**src/rtl/moore_seq_pkg.sv**
```systemverilog
// moore_seq_pkg: shared types and default constants for the Moore serial
// pattern transmitter and the sequence-detector benches that pair with it.
//   state_e     : transmitter FSM state encoding
//   *_DEF       : default pattern length / pattern / overlap / count width
//   total_bits(): number of serial bits emitted for a transfer of r repetitions
// Build option: OVERLAP_EN (later repetitions skip the shared overlap prefix).
package moore_seq_pkg;

  localparam int unsigned PAT_W_DEF   = 5;
  localparam logic [4:0]  PATTERN_DEF = 5'b11011;
  localparam int unsigned OVL_LEN_DEF = 2;
  localparam int unsigned CNT_W_DEF   = 4;

`ifdef OVERLAP_EN
  localparam bit OVERLAP_ON = 1'b1;
`else
  localparam bit OVERLAP_ON = 1'b0;
`endif

  typedef enum logic [1:0] {
    ST_IDLE  = 2'd0,
    ST_SHIFT = 2'd1,
    ST_DONE  = 2'd2
  } state_e;

  function automatic int unsigned total_bits(input int unsigned r,
                                             input int unsigned pat_w,
                                             input int unsigned ovl_len);
    int unsigned skip;
    skip = OVERLAP_ON ? ovl_len : 0;
    if (r == 0) return 0;
    return pat_w + (r - 1) * (pat_w - skip);
  endfunction

endpackage

```
**src/rtl/seq_shift_reg.sv**
```systemverilog
// seq_shift_reg: loadable bit index into a fixed pattern with a registered
// bit output, so the selected pattern bit is available straight from a flop.
//   clk, rst      : clock, async active-high reset
//   load_i        : load load_val_i into the index (has priority over dec_i)
//   load_val_i    : index value to load
//   dec_i         : decrement the index
//   bit_o         : pattern bit at the current index (registered)
//   last_o        : current index is 0 (last bit of the pattern)
module seq_shift_reg
  import moore_seq_pkg::*;
#(
  parameter int unsigned       PAT_W   = PAT_W_DEF,
  parameter logic [PAT_W-1:0]  PATTERN = PATTERN_DEF,
  parameter int unsigned       IDX_W   = 3
) (
  input  logic             clk,
  input  logic             rst,
  input  logic             load_i,
  input  logic [IDX_W-1:0] load_val_i,
  input  logic             dec_i,
  output logic             bit_o,
  output logic             last_o
);

  logic [IDX_W-1:0] idx_q, idx_d;
  logic             bit_q, bit_d;

  always_comb begin
    idx_d = idx_q;
    if (load_i)     idx_d = load_val_i;
    else if (dec_i) idx_d = idx_q - IDX_W'(1);
    // Pre-select the bit for the next index so bit_o is a flop output.
    bit_d = PATTERN[idx_d];
  end

  always_ff @(posedge clk or posedge rst) begin
    if (rst) begin
      idx_q <= '0;
      bit_q <= 1'b0;
    end else begin
      idx_q <= idx_d;
      bit_q <= bit_d;
    end
  end

  assign bit_o  = bit_q;
  assign last_o = (idx_q == '0);

endmodule

```
**src/rtl/moore_seq_gen.sv**
```systemverilog
// moore_seq_gen: Moore serial pattern transmitter. Sends PATTERN MSB first,
// one bit per clock, repeat_n times per accepted start, then a one-cycle done.
//   clk, rst   : clock, async active-high reset
//   start      : transfer request, sampled only in IDLE
//   repeat_n   : repetition count, captured when start is accepted
//   abort      : synchronous abort of a transfer in SHIFT
//   out        : serial bit (0 when out_valid is low)
//   out_valid  : out carries a pattern bit
//   busy       : SHIFT or DONE
//   done       : one-cycle pulse after the last bit of a completed transfer
// Build option: OVERLAP_EN -- repetitions after the first omit the OVL_LEN-bit
// prefix that overlaps the previous pattern's suffix.
//
// state    | meaning
// ST_IDLE  | waiting for start
// ST_SHIFT | emitting pattern bits
// ST_DONE  | one-cycle completion pulse
module moore_seq_gen
  import moore_seq_pkg::*;
#(
  parameter int unsigned      PAT_W   = PAT_W_DEF,
  parameter logic [PAT_W-1:0] PATTERN = PATTERN_DEF,
  parameter int unsigned      OVL_LEN = OVL_LEN_DEF,
  parameter int unsigned      CNT_W   = CNT_W_DEF
) (
  input  logic             clk,
  input  logic             rst,
  input  logic             start,
  input  logic [CNT_W-1:0] repeat_n,
  input  logic             abort,
  output logic             out,
  output logic             out_valid,
  output logic             busy,
  output logic             done
);

  localparam int unsigned      IDX_W     = (PAT_W > 2) ? $clog2(PAT_W) : 1;
  localparam logic [IDX_W-1:0] IDX_FIRST = IDX_W'(PAT_W - 1);
`ifdef OVERLAP_EN
  localparam logic [IDX_W-1:0] IDX_RELOAD = IDX_W'(PAT_W - OVL_LEN - 1);
`else
  localparam logic [IDX_W-1:0] IDX_RELOAD = IDX_FIRST;
`endif

  if (PAT_W < 2) begin : g_chk_pat_w
    $error("moore_seq_gen: PAT_W must be at least 2");
  end
  if (OVL_LEN >= PAT_W) begin : g_chk_ovl_len
    $error("moore_seq_gen: OVL_LEN must be below PAT_W");
  end

  state_e           state_q, state_d;
  logic [CNT_W-1:0] rem_q, rem_d;
  logic             out_valid_q, out_valid_d;
  logic             busy_q, busy_d;
  logic             done_q, done_d;

  logic             sr_load, sr_dec, sr_bit, sr_last;
  logic [IDX_W-1:0] sr_load_val;

  seq_shift_reg #(
    .PAT_W   (PAT_W),
    .PATTERN (PATTERN),
    .IDX_W   (IDX_W)
  ) u_shift (
    .clk        (clk),
    .rst        (rst),
    .load_i     (sr_load),
    .load_val_i (sr_load_val),
    .dec_i      (sr_dec),
    .bit_o      (sr_bit),
    .last_o     (sr_last)
  );

  always_comb begin
    state_d     = state_q;
    rem_d       = rem_q;
    sr_load     = 1'b0;
    sr_load_val = IDX_FIRST;
    sr_dec      = 1'b0;
    case (state_q)
      ST_IDLE: begin
        if (start) begin
          if (repeat_n != '0) begin
            state_d = ST_SHIFT;
            rem_d   = repeat_n;
            sr_load = 1'b1;
          end else begin
            state_d = ST_DONE;
          end
        end
      end
      ST_SHIFT: begin
        if (abort) begin
          state_d = ST_IDLE;
          rem_d   = '0;
        end else if (sr_last) begin
          if (rem_q > CNT_W'(1)) begin
            // Next repetition follows with no gap.
            rem_d       = rem_q - CNT_W'(1);
            sr_load     = 1'b1;
            sr_load_val = IDX_RELOAD;
          end else begin
            rem_d   = '0;
            state_d = ST_DONE;
          end
        end else begin
          sr_dec = 1'b1;
        end
      end
      ST_DONE:  state_d = ST_IDLE;
      default:  state_d = ST_IDLE;
    endcase
    // Flag outputs are decoded from the next state and registered.
    out_valid_d = (state_d == ST_SHIFT);
    busy_d      = (state_d != ST_IDLE);
    done_d      = (state_d == ST_DONE);
  end

  always_ff @(posedge clk or posedge rst) begin
    if (rst) begin
      state_q     <= ST_IDLE;
      rem_q       <= '0;
      out_valid_q <= 1'b0;
      busy_q      <= 1'b0;
      done_q      <= 1'b0;
    end else begin
      state_q     <= state_d;
      rem_q       <= rem_d;
      out_valid_q <= out_valid_d;
      busy_q      <= busy_d;
      done_q      <= done_d;
    end
  end

  // AND of two flops: out is forced low whenever no pattern bit is on the line.
  assign out       = out_valid_q & sr_bit;
  assign out_valid = out_valid_q;
  assign busy      = busy_q;
  assign done      = done_q;

endmodule

```
**config.mk**
```make
export PLATFORM = sky130hd
export DESIGN_NAME = moore_seq_gen
export DESIGN_NICKNAME = d
export VERILOG_FILES = /design/src/rtl/moore_seq_pkg.sv /design/src/rtl/seq_shift_reg.sv /design/src/rtl/moore_seq_gen.sv
export SDC_FILE = /design/constraint.sdc
export NUM_CORES = 1
export LEC_CHECK = 0
export CAP_MARGIN = 20
export CORE_UTILIZATION = 25
export CTS_CLUSTER_DIAMETER = 80
export DETAILED_ROUTE_END_ITERATION = 8
export PLACE_DENSITY = 0.53
export SYNTH_ARGS = -nofsm -noshare
export SYNTH_HDL_FRONTEND = slang
export SYNTH_HIERARCHICAL = 1
export SYNTH_SLANG_ARGS = --single-unit
```
**constraint.sdc**
```tcl
create_clock -name clk -period 2.95 [get_ports clk]
set_input_delay 0.59 -clock clk [delete_from_list [all_inputs] [get_ports clk]]
set_output_delay 0.59 -clock clk [all_outputs]
set_load 0.005 [all_outputs]
```
==> flow_results.org <==
** Routing
- Detailed routing inserted a total of 604 vias.
- After detailed routing, the total wire length is 1.47 mm.
- In the final routed layout, each cell accounts on average for 11.6 um.
- Post-detailed-route count of antenna-violating nets :: 0
- Number of remaining DRC errors :: 2
- Router iterations before antenna repair :: 8
- After detailed routing, the number of vias per cell comes to 4.76.
- After the first detailed-routing iteration, the DRC count stood at 10.

** Clocking
- After clock tree synthesis, the repair step resized 0 gates.
- The clock drives 13 sinks.
- In this run the deepest clock path goes through 2 buffers.
- TritonCTS built the clock tree.
- Clock tree synthesis inserted a total of 3 buffers.
- Clk Latency, worst-skew pair :: 280 ps
- CTS placed an instance of sky130_fd_sc_hd__clkbuf_4 at the clock tree root.
- Once the clock tree was built, the setup fixing pass inserted 0 buffers.
- Hold buffers post-CTS :: 0
- CTS HTree Levels :: 1
- After clock tree synthesis, the clock-pin slew on the worst setup and hold paths is 80 ps.

** Die
- Width of the die :: 57.8 um
- The die is 57.8 um tall.
- Row count :: 19
- Die footprint :: 3340 sq um
- The initial utilization of the core area, before any placement, comes to 27.3%.
- Num ports :: 12
- After floorplanning, the core was sized to cover 2850 sq um.

** Yosys
- Synthesized area per cell :: 9.61 sq um
- Flip-flop and latch count after synthesis :: 13
- In the synthesized netlist, the number of instances is 81.
- The synthesized netlist occupies a cell area of 778 sq um.
- Warning count from the yosys run :: 6
- Distinct cell type count after synthesis :: 31
- Register area share after synthesis :: 41.8%

** Setup path
- Crit path kind :: reg -> reg
- For flop-to-flop paths, the worst setup slack is 620 ps.
- Data on the critical path arrives at its endpoint at 2490 ps.
- In this run the worst path has a maximum fanout of 7.
- Startpoint class of the critical path :: flop
- Measured in cells, the most critical reg-to-reg path has a length of 7.
- Data on the critical path is required at its endpoint by 3110 ps.
- Startpoint of the lowest-slack register-to-register path :: rem_q[0]
- The worst register-to-register path ends at u_shift/bit_o.
- STA classifies the critical path endpoint as a flop.

** STA
- Of the available clock period, the critical path in the final layout requires 79.1%.
- The clock arrives with 2.18 ps of skew.
- RSZ-0062 raised after global routing :: false
- Post-route setup TNS :: 0 ps
- Timing would allow up to 429 MHz.
- Final Setup Violations :: 0
- Final worst hold slack :: 526 ps
- Headroom to the max-slew limit came out at 64.2%.
- Pin slew with the least headroom to its limit :: 532 ps
- The max-slew violation count is 0.
- The routed design could run at a clock period as short as 2330 ps.
- Final Hold Fails :: 0

** Hold path
- Type of the worst min-delay path :: in -> async

** Place
- At the end of routability-driven placement, the weighted congestion stood at 0.758.
- Number of input and output port buffers inserted :: 11
- Summing all placed instances gives a cell area of 920 sq um.
- HPWL after detailed placement :: 1.15 mm

** Layout
- The filler cells instantiated in the layout total 312.
- The library cells used most frequently in the layout, excluding fill and tap cells, are 13 x sky130_fd_sc_hd__dfrtp_1, 11 x sky130_fd_sc_hd__clkdlybuf4s50_1, 9 x sky130_fd_sc_hd__inv_1, 7 x sky130_fd_sc_hd__nand2_1, 6 x sky130_fd_sc_hd__nor2_1.
- Cells with a size suffix above 1 make up 8.33% of the layout.
- Synth-to-Final Area Change :: 21.5%
- Final Cell Area :: 946 sq um
- Most common library cell in the layout ignoring fill and taps :: sky130_fd_sc_hd__dfrtp_1
- The repair_antennas step left the layout with diodes totalling 0.
- For this run, the post-layout net count is 109.

** GRT
- Grt total ovfl :: 0
- Entering global routing, the biggest net connects 10 pins.
- For this run, the total global-route usage over all layers was measured as 10.5%.
- Initial antenna violation count :: 0
- Number of global-route vias before repair :: 598
- First-pass GRT wire length :: 2.62 mm

** Pwr
- Power per cell area :: 789 nW/um^2
- Static Leakage :: 0.415 nW
- Worst VDD drop :: 0.249 mV

** Status
- The run finished, with violations left.
- The checks that failed: DRC.

** Flow run
- The tool flagged a number of max-cap violations equal to 0.
## state kept, by name (all words and copies together) (netlist names)
name,cells
rem_q,4
u_shift/idx_q,3
state_q,2
busy,1
done,1
out_valid,1
u_shift/bit_o,1
## worst max-delay path: stages (launching register included)
cell and delay (ps):
sky130_fd_sc_hd__dfrtp_1 420, sky130_fd_sc_hd__inv_1 70, sky130_fd_sc_hd__ha_1 190, sky130_fd_sc_hd__nor2_1 80
sky130_fd_sc_hd__o31ai_2 440, sky130_fd_sc_hd__o22ai_1 300, sky130_fd_sc_hd__o31a_1 370, sky130_fd_sc_hd__or3b_1 340
## cell type report
type	count	area, sq um	area share, %
sequential	13	325	34.4
multi-input combinational	59	412	43.5
clock buffer	4	26.3	2.78
timing repair buffer	11	110	11.6
tap	31	38.8	4.10
inverter	9	33.8	3.57
## routing by layer
layer	share of wire (%)	GRT usage, %	vias up	routed length (um)
met2	48	16.8	15	701
met1	46	12.9	283	679
met3	5.0	3.57	2	74
met4	1.3	4.76	0	19
li1	-	-	304	-
met5	0	0	-	0
## where the power goes
group	total, mW	internal, mW	switching, mW	leakage, nW
logic	0.336	0.172	0.164	0.243
registers	0.299	0.245	0.0536	0.157
clock network	0.112	0.0524	0.0596	0.0150
## stage by stage
step                      worst slack [ps]  cells  utilization [%]  total power [mW]
final                                  617    127             33.2             0.747
after global routing                   390    127             33.2             0.828
after CTS                              596    127             33.2             0.762
after detailed placement               346    123             32.2             0.645
after global placement                 375    123             32.2             0.632
after floorplan                        882     82                -             0.540
## worst max path at each step
stage	from	to	slack (ps)	cells after the start
2_1_floorplan	rem_q[0]	u_shift/bit_o	880	7
3_3_place_gp	start	u_shift/bit_o	370	5
3_5_place_dp	repeat_n[2]	u_shift/bit_o	350	5
4_1_cts	rem_q[0]	u_shift/bit_o	600	7
5_1_grt	rem_q[0]	u_shift/bit_o	390	7
6_report	rem_q[0]	u_shift/bit_o	620	7
## synth_stat cells (all sizes together)
master,instances,area share (%)
o31ai,2,3.2
o22ai,3,4.2
dfrtp,13,42
and2b,2,1.9
nor2,6,2.9
nor2b,2,1.6
nand2,7,3.4
nand2b,4,3.2
or3b,2,2.6
buf,1,1.4
and2,2,1.6
conb,2,0.96
a31oi,1,0.80
a22o,2,2.3
a21oi,2,1.3
ha,4,6.4
a2bb2oi,1,1.1
nor3b,1,0.96
o21a,1,0.96
nor3,2,1.3
inv,9,4.3
o211ai,1,0.96
or4,1,0.96
xnor2,1,1.1
nor4,1,2.7
o31a,1,1.1
or2b,1,0.96
o21ai,6,3.9
## cell families after synthesis
logic type               synth area share (%)
AND/OR/NAND/NOR                          24.1
AO/OA/AOI/OAI                            19.8
flip-flops                               41.8
buffers and inverters                    5.79
adder cells (fa/ha/maj)                  6.43
other                                   0.965
XOR/XNOR                                 1.13
(Power assumes the default switching activity.)
